[config.mk]
export PLATFORM = sky130hd
export DESIGN_NAME = xarb_mux
export DESIGN_NICKNAME = d
export VERILOG_FILES = /design/src/rtl/xarb_mux.sv
export SDC_FILE = /design/constraint.sdc
export NUM_CORES = 1
export LEC_CHECK = 0
export ABC_AREA = 1
export BUFFER_PORTS_ARGS = -buffer_cell sky130_fd_sc_hd__buf_2
export CORE_MARGIN = 4
export CORE_UTILIZATION = 50
export CTS_CLUSTER_SIZE = 25
export DETAILED_ROUTE_END_ITERATION = 6
export GPL_TIMING_DRIVEN = 0
export PLACE_DENSITY_LB_ADDON = 0.05
export SYNTH_ARGS = -nofsm -noshare
export SYNTH_HDL_FRONTEND = slang
export SYNTH_SLANG_ARGS = --single-unit
export TNS_END_PERCENT = 1
[constraint.sdc]
create_clock -name clk -period 5.6 [get_ports clk]
set_input_delay 1.12 -clock clk [delete_from_list [all_inputs] [get_ports clk]]
set_output_delay 1.12 -clock clk [all_outputs]
set_load 0.03 [all_outputs]
[src/rtl/xarb_mux.sv]
// xarb_mux: parametrised N-channel output arbiter between the per-channel
// input FIFOs and the destination-side FIFOs. Picks at most one eligible
// channel per cycle, using manual, fixed-priority or round-robin selection.
// It pops that channel's FIFO combinationally and registers the head word,
// its destination field and the channel index, with a valid flag.
module xarb_mux #(
  parameter int DATA_W = 10,
  parameter int DEST_W = 2,
  parameter int N_CH   = 4,
  parameter int CH_W   = 2
) (
  input  logic                     clk,
  input  logic                     reset,
  input  logic [N_CH*DATA_W-1:0]   fifo_data,
  input  logic [N_CH-1:0]          fifo_empty,
  output logic [N_CH-1:0]          fifo_pop,
  input  logic [(2**DEST_W)-1:0]   dest_full,
  input  logic [1:0]               mode,
  input  logic [CH_W-1:0]          sel,
  output logic [DATA_W-1:0]        data_inter,
  output logic [DEST_W-1:0]        destino,
  output logic                     valid_out,
  output logic [CH_W-1:0]          grant_ch
);

  // Selection modes; 2'b11 falls into round-robin through the case default.
  localparam logic [1:0] MODE_MANUAL = 2'b00;
  localparam logic [1:0] MODE_FIXED  = 2'b01;

  logic [N_CH-1:0]   w_elig;
  logic              w_gnt;
  logic [CH_W-1:0]   w_gnt_ch;
  logic [DATA_W-1:0] w_gnt_word;
  logic [CH_W-1:0]   w_ptr_next;
  int                w_scan;

  logic [DATA_W-1:0] r_data;
  logic [DEST_W-1:0] r_dest;
  logic              r_valid;
  logic [CH_W-1:0]   r_gch;
  logic [CH_W-1:0]   r_ptr;

  // A channel may be granted only if its FIFO holds a word and the
  // destination named by that head word is not almost full.
  for (genvar g = 0; g < N_CH; g++) begin : g_elig
    logic [DEST_W-1:0] w_dest;
    assign w_dest    = fifo_data[g*DATA_W + DATA_W - DEST_W +: DEST_W];
    assign w_elig[g] = ~fifo_empty[g] & ~dest_full[w_dest];
  end

  // Grant decision for the current mode; loops run from high to low index so
  // that the last match written (the lowest index / nearest to ptr) wins.
  always_comb begin
    w_gnt    = 1'b0;
    w_gnt_ch = '0;
    w_scan   = 0;
    case (mode)
      MODE_MANUAL: begin
        // sel values at or above N_CH never match a channel, so they give no grant.
        for (int c = N_CH - 1; c >= 0; c--) begin
          if ((CH_W'(c) == sel) && w_elig[c]) begin
            w_gnt    = 1'b1;
            w_gnt_ch = CH_W'(c);
          end else begin
            w_gnt    = w_gnt;
            w_gnt_ch = w_gnt_ch;
          end
        end
      end
      MODE_FIXED: begin
        for (int c = N_CH - 1; c >= 0; c--) begin
          if (w_elig[c]) begin
            w_gnt    = 1'b1;
            w_gnt_ch = CH_W'(c);
          end else begin
            w_gnt    = w_gnt;
            w_gnt_ch = w_gnt_ch;
          end
        end
      end
      default: begin
        // Round-robin: offset k from ptr, wrapped into 0..N_CH-1.
        for (int k = N_CH - 1; k >= 0; k--) begin
          w_scan = int'(r_ptr) + k;
          if (w_scan >= N_CH) begin
            w_scan = w_scan - N_CH;
          end else begin
            w_scan = w_scan;
          end
          if (w_elig[w_scan]) begin
            w_gnt    = 1'b1;
            w_gnt_ch = CH_W'(w_scan);
          end else begin
            w_gnt    = w_gnt;
            w_gnt_ch = w_gnt_ch;
          end
        end
      end
    endcase
  end

  // Head word of the granted channel.
  always_comb begin
    w_gnt_word = '0;
    for (int c = 0; c < N_CH; c++) begin
      if (CH_W'(c) == w_gnt_ch) begin
        w_gnt_word = fifo_data[c*DATA_W +: DATA_W];
      end else begin
        w_gnt_word = w_gnt_word;
      end
    end
  end

  // Pointer successor, wrapping at N_CH which need not be a power of two.
  always_comb begin
    if ((int'(w_gnt_ch) + 1) >= N_CH) begin
      w_ptr_next = '0;
    end else begin
      w_ptr_next = w_gnt_ch + CH_W'(1);
    end
  end

  // One-hot pop in the grant cycle; suppressed while reset is high so that
  // an arbitration in a reset cycle never consumes a word.
  always_comb begin
    if (reset) begin
      fifo_pop = '0;
    end else if (w_gnt) begin
      fifo_pop = {{(N_CH-1){1'b0}}, 1'b1} << w_gnt_ch;
    end else begin
      fifo_pop = '0;
    end
  end

  // Output registers and round-robin pointer; word fields hold on idle cycles.
  always_ff @(posedge clk) begin
    if (reset) begin
      r_data  <= '0;
      r_dest  <= '0;
      r_valid <= 1'b0;
      r_gch   <= '0;
      r_ptr   <= '0;
    end else begin
      r_valid <= w_gnt;
      if (w_gnt) begin
        r_data <= w_gnt_word;
        r_dest <= w_gnt_word[DATA_W-1 -: DEST_W];
        r_gch  <= w_gnt_ch;
      end else begin
        r_data <= r_data;
        r_dest <= r_dest;
        r_gch  <= r_gch;
      end
      // ptr only advances on round-robin grants (mode 10 and 11).
      if (w_gnt && mode[1]) begin
        r_ptr <= w_ptr_next;
      end else begin
        r_ptr <= r_ptr;
      end
    end
  end

  assign data_inter = r_data;
  assign destino    = r_dest;
  assign valid_out  = r_valid;
  assign grant_ch   = r_gch;

endmodule

* Yosys cells after proc, flatten, opt, wreduce, memory -nomap -nowiden
Index checks and enable logic that the tools add are counted.
Operators by class: magnitude comparators 13, multiplexer cells 61, equality and inequality tests 7, reductions and logical operators 9, shift operators 1, bitwise gates (word level) 12, add/subtract/negate cells 9
Operator list (count):
- $mux W32 | 8
- $lt A32 B4 Y1 const B | 4
- $mux W10 | 4
- $mux W2 | 13
- $mux W1 | 24
- $bmux W1 S2 | 8
- $ge A3 B3 Y1 const B | 4
- $lt A2 B3 Y1 const B | 4
- $sub A3 B3 Y4 const B | 3
- $eq A2 B2 Y1 const A | 4
- $mux W4 | 2
- $not A1 Y1 | 8
- $add A2 B1 Y3 const B | 2
- $add A2 B2 Y3 const B | 2
- $logic_not A2 Y1 | 3
- $logic_and A1 B1 Y1 | 5
- $and A1 B1 Y1 | 4
- $eq A1 B2 Y1 const A | 2
- $pmux W2 S2 | 1
- $shl A1 B2 Y4 const A | 1
- $sub A2 B3 Y4 const B | 1
- $ge A2 B3 Y1 const B | 1
- $add A2 B1 Y2 const B | 1
- $eq A2 B1 Y1 const B | 1
- 2 further kinds | 2
Storage, ports and cells: input bits 54, output and inout bits 19, register bits 17, logic and storage cells 117

* Logic depth before layout (Yosys ltp)
Gate-level depths: netlist of run 1.
depth in word-level cells 17, depth in mapped cells 24, mapped depth without buffers 22

* Worst setup path before layout of run 1
Ideal clock, no wire load.
kind input to output, from input fifo_data[28], to output fifo_pop[2], path slack 1.395 ns, arrival 3.085 ns, cell stages on the path 19, required time 4.480 ns, path buffers 2, path through inv_1 -> nand2_1 -> nand3_1 -> nand2_1 -> nand3_1 -> nand2_1 -> nand2_1 -> nand2_1 -> nand3_1 -> nand2_1 -> nand2_1 -> nand2_1 -> nand2_1 -> inv_1 -> ha_1 -> clkbuf_1 -> inv_1 -> clkbuf_1 -> nor2_1
Between the ends: cells in the longest elaborated chain, start to end 15, elaborated cells between the ends (all ways) 42, classes of those cells 1 x shift; 38 x mux; 2 x bitwise; 1 x reduce/logical
RTL lines:
- start, declared | RTL line 14 | input logic [N_CH*DATA_W-1:0] fifo_data,
- $bmux W1 S2 * | RTL line 48 | assign w_elig[g] = ~fifo_empty[g] & ~dest_full[w_dest];
- $mux W1 (implied by the code) * | RTL line 48
- $not A1 Y1 * | RTL line 48
- $and A1 B1 Y1 * | RTL line 48
- $bmux W1 S2 | RTL line 90 | if (w_elig[w_scan]) begin
- $mux W1 (implied by the code) (2 in a row) | RTL line 90
- $mux W2 (4 in a row) | RTL line 90
- $pmux W2 S2 * | RTL line 57 | case (mode)
- named net w_gnt_ch[1] | RTL line 32 | logic [CH_W-1:0] w_gnt_ch;
- $shl A1 B2 Y4 * | RTL line 129 | fifo_pop = {{(N_CH-1){1'b0}}, 1'b1} << w_gnt_ch;
- $mux W4 * | RTL line 128 | end else if (w_gnt) begin
- $mux W4 * | RTL line 126 | if (reset) begin
- end, declared | RTL line 16 | output logic [N_CH-1:0] fifo_pop,
Mark *: on every way through the listed nets, which the timed path passes. The rest lies on a longest branch. The select of a mux whose other input is x is not followed.

* Worst setup path in the final report of run 1
Ends and elaborated chain as after synthesis.

==> results.md, run 1 <==
* Via density at ~5
* Cell count after synthesis at 263
* Critical path launch point type: primary input
* Finished Cell Area at between 2000 and 2500 µm²
* # rows at 20
* Mapped cell area at 1630 µm²
* YS warnings at 0
* Routing usage on met1 at between 20% and 30%
* WL per Instance at ~12 µm
* Cell repeated most along the worst path: nand2_1
* Routed Antenna Nets at 0
* Class of the worst hold path: register to register
* DP Wirelength at about 3700 µm
* Mean post-synth cell area at a little over 6 µm²
* Congestion Overflow GR at 0
* IO buf count at a little over 70
* CTS clk-pin slew, worst paths at around 0.10 ns
* CTS Buf Count at 3
* Critical path's slowest cell: clkbuf_1
* Data required time at the worst endpoint at approximately 4.5 ns
* Status: completed
* Initial antenna violation count at 0
* Mapped Nets at roughly 320
* Gr busiest metal: met2
* GPL Wtd Cong at slightly below 0.8
* Crit path time final at about 4.7 ns
* Ys flop type: dfxtp_1
* Remaining DRCs at 0
* Post_cts resized at 0
* Setup CP Type: primary input to output pin
* Worst slew margin at 50.2%
* Share of cells above drive strength 1 at about two fifths
* Die width at 65.1 µm
* All-Layer GR Usage at 21.9%
* Max Root-Sink Buffers at 2
* Unrepaired setup endpoints after global routing: false
* Worst IR drop on VDD at approximately 140 µV
* WL final at ~4500 µm
* Grt met3 use at 5.47%
* Number of global-route vias before repair at around 1700
* Most frequent cells in the layout: 75 x buf_2, 74 x nand2_1, 29 x nand3_1, 27 x inv_1, 21 x o21ai_0
* Fin nets at between 300 and 400
* ANT cells at 0
* First-pass GRT wire length at 7440 µm
* Met2 usage at between 30% and 40%
* Worst-Margin Slew at 0.747 ns
* Crit-path max FO at 10
* CP arrival at roughly 3.5 ns
* Hold Fails Final Rpt at 0
* FFs w/ async S/R, synth at 0%
* Via count at 1919
* Drt pass-1 iters at 4
* Post-CTS Setup Bufs at 0
* Worst Setup End Kind: output pin
* Period utilization at approximately 83%
* CTS H-tree depth at 1
* Max_cap viols at 0
* Die Height at roughly 65 µm
* Commonest non-fill, non-tap cell in the layout: buf_2
* EDFF count, synth at 0
* Worst stage delay on the critical path at about 0.33 ns
* Clock sinks at 15
* Unique masters post-synth at 28
* Root buf cell: clkbuf_4
* Number of top-level pins at 73
* Die area at roughly 4200 µm²
* # setup viols final at 0
* Final Skew at ~0.0011 ns
* Max Slew Vio Count at 0
* Core Box Area at about 3000 µm²
* DP Area at 2050 µm²
* Power density over the cells at between 200 and 250 nW/µm²
* Setup TNS at 0 ns
* Filler Cell Count at 324
* Leakage power at roughly 1.1 nW
* Sequential-to-total area share from yosys stat at a little under a fifth
* Hold-fix buffers, CTS at 0
* Pin count of the biggest net entering global routing at 11
* Yosys reg bits at 15
* Clock insertion delay at the later pin of the skew report at between 0.2 and 0.3 ns
* 1st-iter DRT viols at ~160
* Maximum clock frequency at 215 MHz
* CTS tree: built
* Worst-path cell chain: buf_2 -> inv_1 -> nand2_1 -> nand3_1 -> nand2_1 -> nand3_1 -> nand2_1 -> nand2_1 -> nand2_1 -> nand3_1 -> nand2_1 -> nand2_1 -> nand2_1 -> nand2_1 -> inv_1 -> ha_1 -> clkbuf_1 -> inv_1 -> clkbuf_1 -> nor2_1 -> buf_2
* Starting density of the core at a little over half
* P&R area growth vs syn at 27.1%
## layout make-up
type	instances	area (µm²)	area share, %
sequential	15	300	14.5
clock buffer	3	22.5	1.08
tap	44	55.1	2.65
multi-input combinational	202	1110	53.7
buffer	14	95.1	4.58
clock inverter	1	5.00	0.241
timing repair buffer	72	360	17.4
inverter	32	123	5.91
## flip-flops by register name, indices dropped and copies added, names as in the netlist
name,flops
data_inter,10
grant_ch,2
r_ptr,2
valid_out,1
## cells by family (layout without fill, tap and decap cells)
logic type,count (synthesis),after routing,synth area share (%)
AOI/OAI and AO/OA,49,49,18.0
DFF,15,15,18.4
xor gates and xnor gates,1,1,0.536
and+or+nand+nor,148,148,46.7
adders and majority gates,4,4,3.07
buffers and inverters,46,122,13.3
## metal layers
| metal | part of all wire (%) | wire length (µm) |
|---|---|---|
| met3 | 7.4 | 335 |
| met1 | 45 | 2040 |
| met4 | 0.97 | 44 |
| met2 | 47 | 2120 |
| met5 | 0 | 0 |
## synth_stat cells, drive strengths merged, types with 2 or more instances
master | instances | share of area [%]
a21oi | 24 | 9.7
buf | 8 | 4.4
clkbuf | 6 | 1.4
dfxtp | 15 | 18
ha | 4 | 3.1
inv | 32 | 7.5
nand2 | 90 | 24
nand3 | 43 | 17
nor2 | 10 | 2.3
nor3 | 3 | 1.9
o21ai | 21 | 6.4
o221ai | 2 | 1.1
## final timing paths
kind | from | to | slack, ns | cells after the start
setup / recovery | fifo_data[28] | fifo_pop[2] | 0.94 | 21
hold / removal | data_inter[7] | data_inter[7] | 0.46 | 2
setup reg to reg | r_ptr[0] | data_inter[9] | 2.52 | 17
hold reg to reg | data_inter[7] | data_inter[7] | 0.46 | 2
## where the power goes
| group | internal [W] | switching [W] |
|---|---|---|
| Sequential | 0.000123 | 0.0000112 |
| Combinational | 0.000105 | 0.000182 |
| Clock | 0.0000266 | 0.0000394 |
## through the flow
stage	std cells	util (%)	total power (W)	setup slack (ns)	hold slack [ns]
2_1_floorplan	263	-	0.000346	1.40	0.513
3_3_place_gp	379	66.5	0.000418	0.945	0.450
3_5_place_dp	379	66.5	0.000422	0.917	0.454
4_1_cts	383	67.4	0.000488	0.902	0.468
5_1_grt	383	67.4	0.000529	0.616	0.490
6_report	383	67.4	0.000487	0.941	0.464
## worst max-delay path, delay by kind of cell
| kind | cells | cell delay, ns |
|---|---|---|
| fa+ha+maj | 1 | 0.14 |
| buf+inv | 7 | 1.19 |
| simple gates | 13 | 1.08 |
Note: power is estimated with default switching activity, not from simulation.
==> run 2, diff against run 1 <==
ABC_AREA = 0   (was 1)
CORE_UTILIZATION = 41   (was 50)
clock period = 4.2 ns   (was 5.6 ns; I/O delays follow)
==> results.md, run 2 <==
* Status: completed
* Synth area leader: dfxtp_1
* Root buf cell: clkbuf_4
* CTS clk-pin slew, worst paths at 0.08 ns (-0.02 ns)
* WL final at 4070 µm (-10%)
* CTS tree: built
* Cell with the most instances after synthesis: a21oi_1
* Hold Fails Final Rpt at 0 (unchanged)
* P&R area growth vs syn at 32.6%
* Simple-gate share of the synthesized area at 28.5% (-18 points)
* Worst IR drop on VDD at 246 µV (+71%)
* Crit-path max FO at 10 (unchanged)
* Data required time at the worst endpoint at 3.36 ns (-1.12 ns)
* 1st-iter DRT viols at 142 (-9.6%)
* Class of the worst hold path: register to register
* Worst R2R End: data_inter[6]
* Worst-path cell chain: buf_2 -> mux4_2 -> or2_1 -> o21ai_1 -> a311oi_1 -> or3_4 -> inv_1 -> ha_1 -> clkbuf_4 -> and2_1 -> buf_2
* Period utilization at between 90% and 100%
* Top post-synthesis cells by area: dfxtp_1 21%, a211oi_2 8.9%, a21oi_1 6.1%
* DP Wirelength at 3230 µm (-12%)
* Post-place setup slack at -0.145 ns (-1.06 ns)
* DP Area at 1820 µm² (-11%)
* Starting density of the core at 44.5% (-8.5 points)
* Cell count after synthesis at 167 (-37%)
* Routed Antenna Nets at 0 (unchanged)
* Worst Setup End Kind: output pin
* Critical path's top delay family: simple AND/OR/NAND/NOR gates
* Worst-Margin Slew at 0.614 ns (-0.133 ns)
* Via count at 1513 (-21%)
* Leakage power at 0.813 nW (-28%)
* GPL Wtd Cong at 0.771 (-0.98%)
* # rows at 20 (unchanged)
* R2R Setup Slk at 1.20 ns (-1.32 ns)
* Non-filler cells, final at 286 (-25%)
* Worst reg2reg startpoint: r_ptr[1]
* Critical path launch point type: primary input
* Post-Synth XOR/XNOR Area at 0% (-0.54 points)
* Hold-fix buffers, CTS at 0 (unchanged)
* Worst slew margin at 59.1% (+8.9 points)
* Max reg flops at 10 (unchanged)
* Share of cells above drive strength 1 at 47.1% (+8.2 points)
* R2R depth at 12 (-5)
* Post-Place Cells at 283 (-25%)
* Most frequent cells in the layout: 71 x buf_2, 17 x a21oi_1, 15 x dfxtp_1, 11 x nor2b_1, 11 x nor2_2
* Maximum clock frequency at 244 MHz
* Buffer and inverter count on the worst path at 4 (-3)
* Die Height at 66.5 µm (+2.1%)
* First-pass GRT wire length at 6570 µm (-12%)
* Crit path time final at 4.11 ns
* Post-CTS Setup Bufs at 0 (unchanged)
* Setup CP Type: primary input to output pin
* EDFF count, synth at 0 (unchanged)
* Cell repeated most along the worst path: buf_2
* Remaining DRCs at 0 (unchanged)
* Max Root-Sink Buffers at 2 (unchanged)
* Final WS setup at 0.0945 ns (-0.847 ns)
* CTS H-tree depth at 1 (unchanged)
* IO buf count at 72 (unchanged)
* Unrepaired setup endpoints after global routing: true
* Commonest non-fill, non-tap cell in the layout: buf_2
* Finished Cell Area at 1860 µm² (-10%)
* Drt pass-1 iters at 4 (unchanged)
* Sequential-to-total area share from yosys stat at 21.4% (+3.0 points)
* # setup viols final at 0 (unchanged)
* Mapped cell area at 1400 µm² (-14%)
* Complex-gate fraction of the synthesized area at 31.0% (+13 points)
* Via density at 5.29 (+5.6%)
* Worst stage delay on the critical path at 0.55 ns (+0.22 ns)
* CP arrival at 3.27 ns (-0.27 ns)
* Pin count of the biggest net entering global routing at 11 (unchanged)
* Congestion Overflow GR at 0 (unchanged)
* Max_cap viols at 0 (unchanged)
* Clock insertion delay at the later pin of the skew report at 0.27 ns (-0.02 ns)
* Clock sinks at 15 (unchanged)
* Final Skew at 0.00613 ns (+0.00504 ns)
* Number of top-level pins at 73 (unchanged)
* Synth cell count leaders: 17 x a21oi_1, 15 x dfxtp_1, 11 x nor2_2, 11 x nor2b_1
* Synth Area in Adders at 4.28% (+1.2 points)
* Core Box Area at 3150 µm² (+2.4%)
* Ys flop type: dfxtp_1
* Combinational family with the most area after synthesis: compound AO/OA/AOI/OAI gates
* WHS Path Cells at 2 (unchanged)
* Die area at 4420 µm² (+4.3%)
* WHS Endpoint: grant_ch[1]
* FFs w/ async S/R, synth at 0% (unchanged)
* WL per Instance at 14.2 µm (+20%)
* CTS Buf Count at 3 (unchanged)
* Max Slew Vio Count at 0 (unchanged)
* Unique masters post-synth at 43 (+54%)
* HP Start: grant_ch[1]
* Yosys top cell area share at 21.4% (+3.0 points)
* Critical path's slowest cell: mux4_2
* Mean post-synth cell area at 8.41 µm² (+35%)
* Initial antenna violation count at 0 (unchanged)
* Mapped Nets at 225 (-30%)
* Power density over the cells at 323 nW/µm² (+38%)
* Mux share of post-synthesis cell area at 8.38% (+8.4 points)
* Die width at 66.5 µm (+2.1%)
* Fin nets at 301 (-24%)
* Yosys reg bits at 15 (unchanged)
* Number of global-route vias before repair at 1383 (-18%)
* All-Layer GR Usage at 18.6% (-3.2 points)
* ANT cells at 0 (unchanged)
* YS warnings at 0 (unchanged)
## run 2: cell types whose count changed after synthesis, moves of 5 or more
cell	previous run	this run
nor2b_1	0	11
a21oi_2	10	1
nand2_1	74	5
nand2_2	13	0
nand3_2	14	0
inv_1	27	5
a211oi_2	0	10
nor2_2	0	11
nor3_1	1	9
nand3_1	29	2
o21ai_0	21	1
mux2i_1	0	5
a221oi_1	0	8
## run 2: layout make-up
cell class,count,area [µm²]
Fill cell,330,1290
Multi-Input combinational cell,135,1020
Timing Repair Buffer,72,363
Sequential cell,15,300
Buffer,11,78.8
Tap cell,44,55.1
Clock buffer,4,26.3
Inverter,5,18.8
## run 2: worst max path at each step
stage,endpoint,slack (ns),cells past startpoint,start
2_1_floorplan,fifo_pop[1],0.24,10,fifo_data[18]
3_3_place_gp,fifo_pop[1],-0.14,11,fifo_data[18]
3_5_place_dp,fifo_pop[1],-0.14,11,fifo_data[18]
4_1_cts,fifo_pop[1],0.007,11,fifo_data[18]
5_1_grt,fifo_pop[3],-0.02,12,fifo_data[18]
6_report,fifo_pop[3],0.09,11,fifo_data[38]
## run 2: what timing repair did
item                                    CTS  global route
resized for setup                         3             9
endpoints found under the hold margin     0             0
endpoints found under the setup margin    3             3
## run 2: power breakdown
part            total, W  switching [W]  leakage, nW  internal (W)
clock network  0.0000766      0.0000398       0.0150     0.0000368
registers       0.000182      0.0000167        0.125      0.000165
logic           0.000343       0.000204        0.674      0.000139
total           0.000601       0.000261        0.813      0.000341
## run 2: worst register-to-register path: stages (launching register included)
cell      delay [ns]
dfxtp_1         0.47
nor3_1          0.10
a22oi_1         0.20
a22oi_1         0.09
o2111a_1        0.27
or3_4           0.42
ha_1            0.26
nor2b_1         0.14
clkbuf_1        0.19
a221oi_1        0.32
nor3_1          0.09
a21oi_1         0.20
a211oi_2        0.09
## run 2: cell families (layout without fill, tap and decap cells)
group	count (synthesis)	after routing
AOI/OAI and AO/OA	54	54
adders and majority gates	5	5
buffers and inverters	17	92
DFF	15	15
muxes	8	8
and+or+nand+nor	68	68
## run 2: per-layer routing
layer / vias to the layer above / share of wire (%) / global-route usage, %
met3: 4 / 8.2 / 2.87
met4: 0 / 0.59 / 4.31
li1: 775 / - / -
met5: - / 0 / 0
met2: 55 / 40 / 26.6
met1: 679 / 51 / 28.6
## run 2: stage by stage
stage / total power, W / TNS [ns] / hold slack [ns] / utilization (%)
2_1_floorplan: 0.000423 / 0 / 0.515 / -
3_3_place_gp: 0.000520 / -0.246 / 0.471 / 57.7
3_5_place_dp: 0.000521 / -0.247 / 0.476 / 57.7
4_1_cts: 0.000602 / 0 / 0.488 / 58.6
5_1_grt: 0.000651 / -0.0198 / 0.522 / 59.0
6_report: 0.000601 / 0 / 0.482 / 59.0
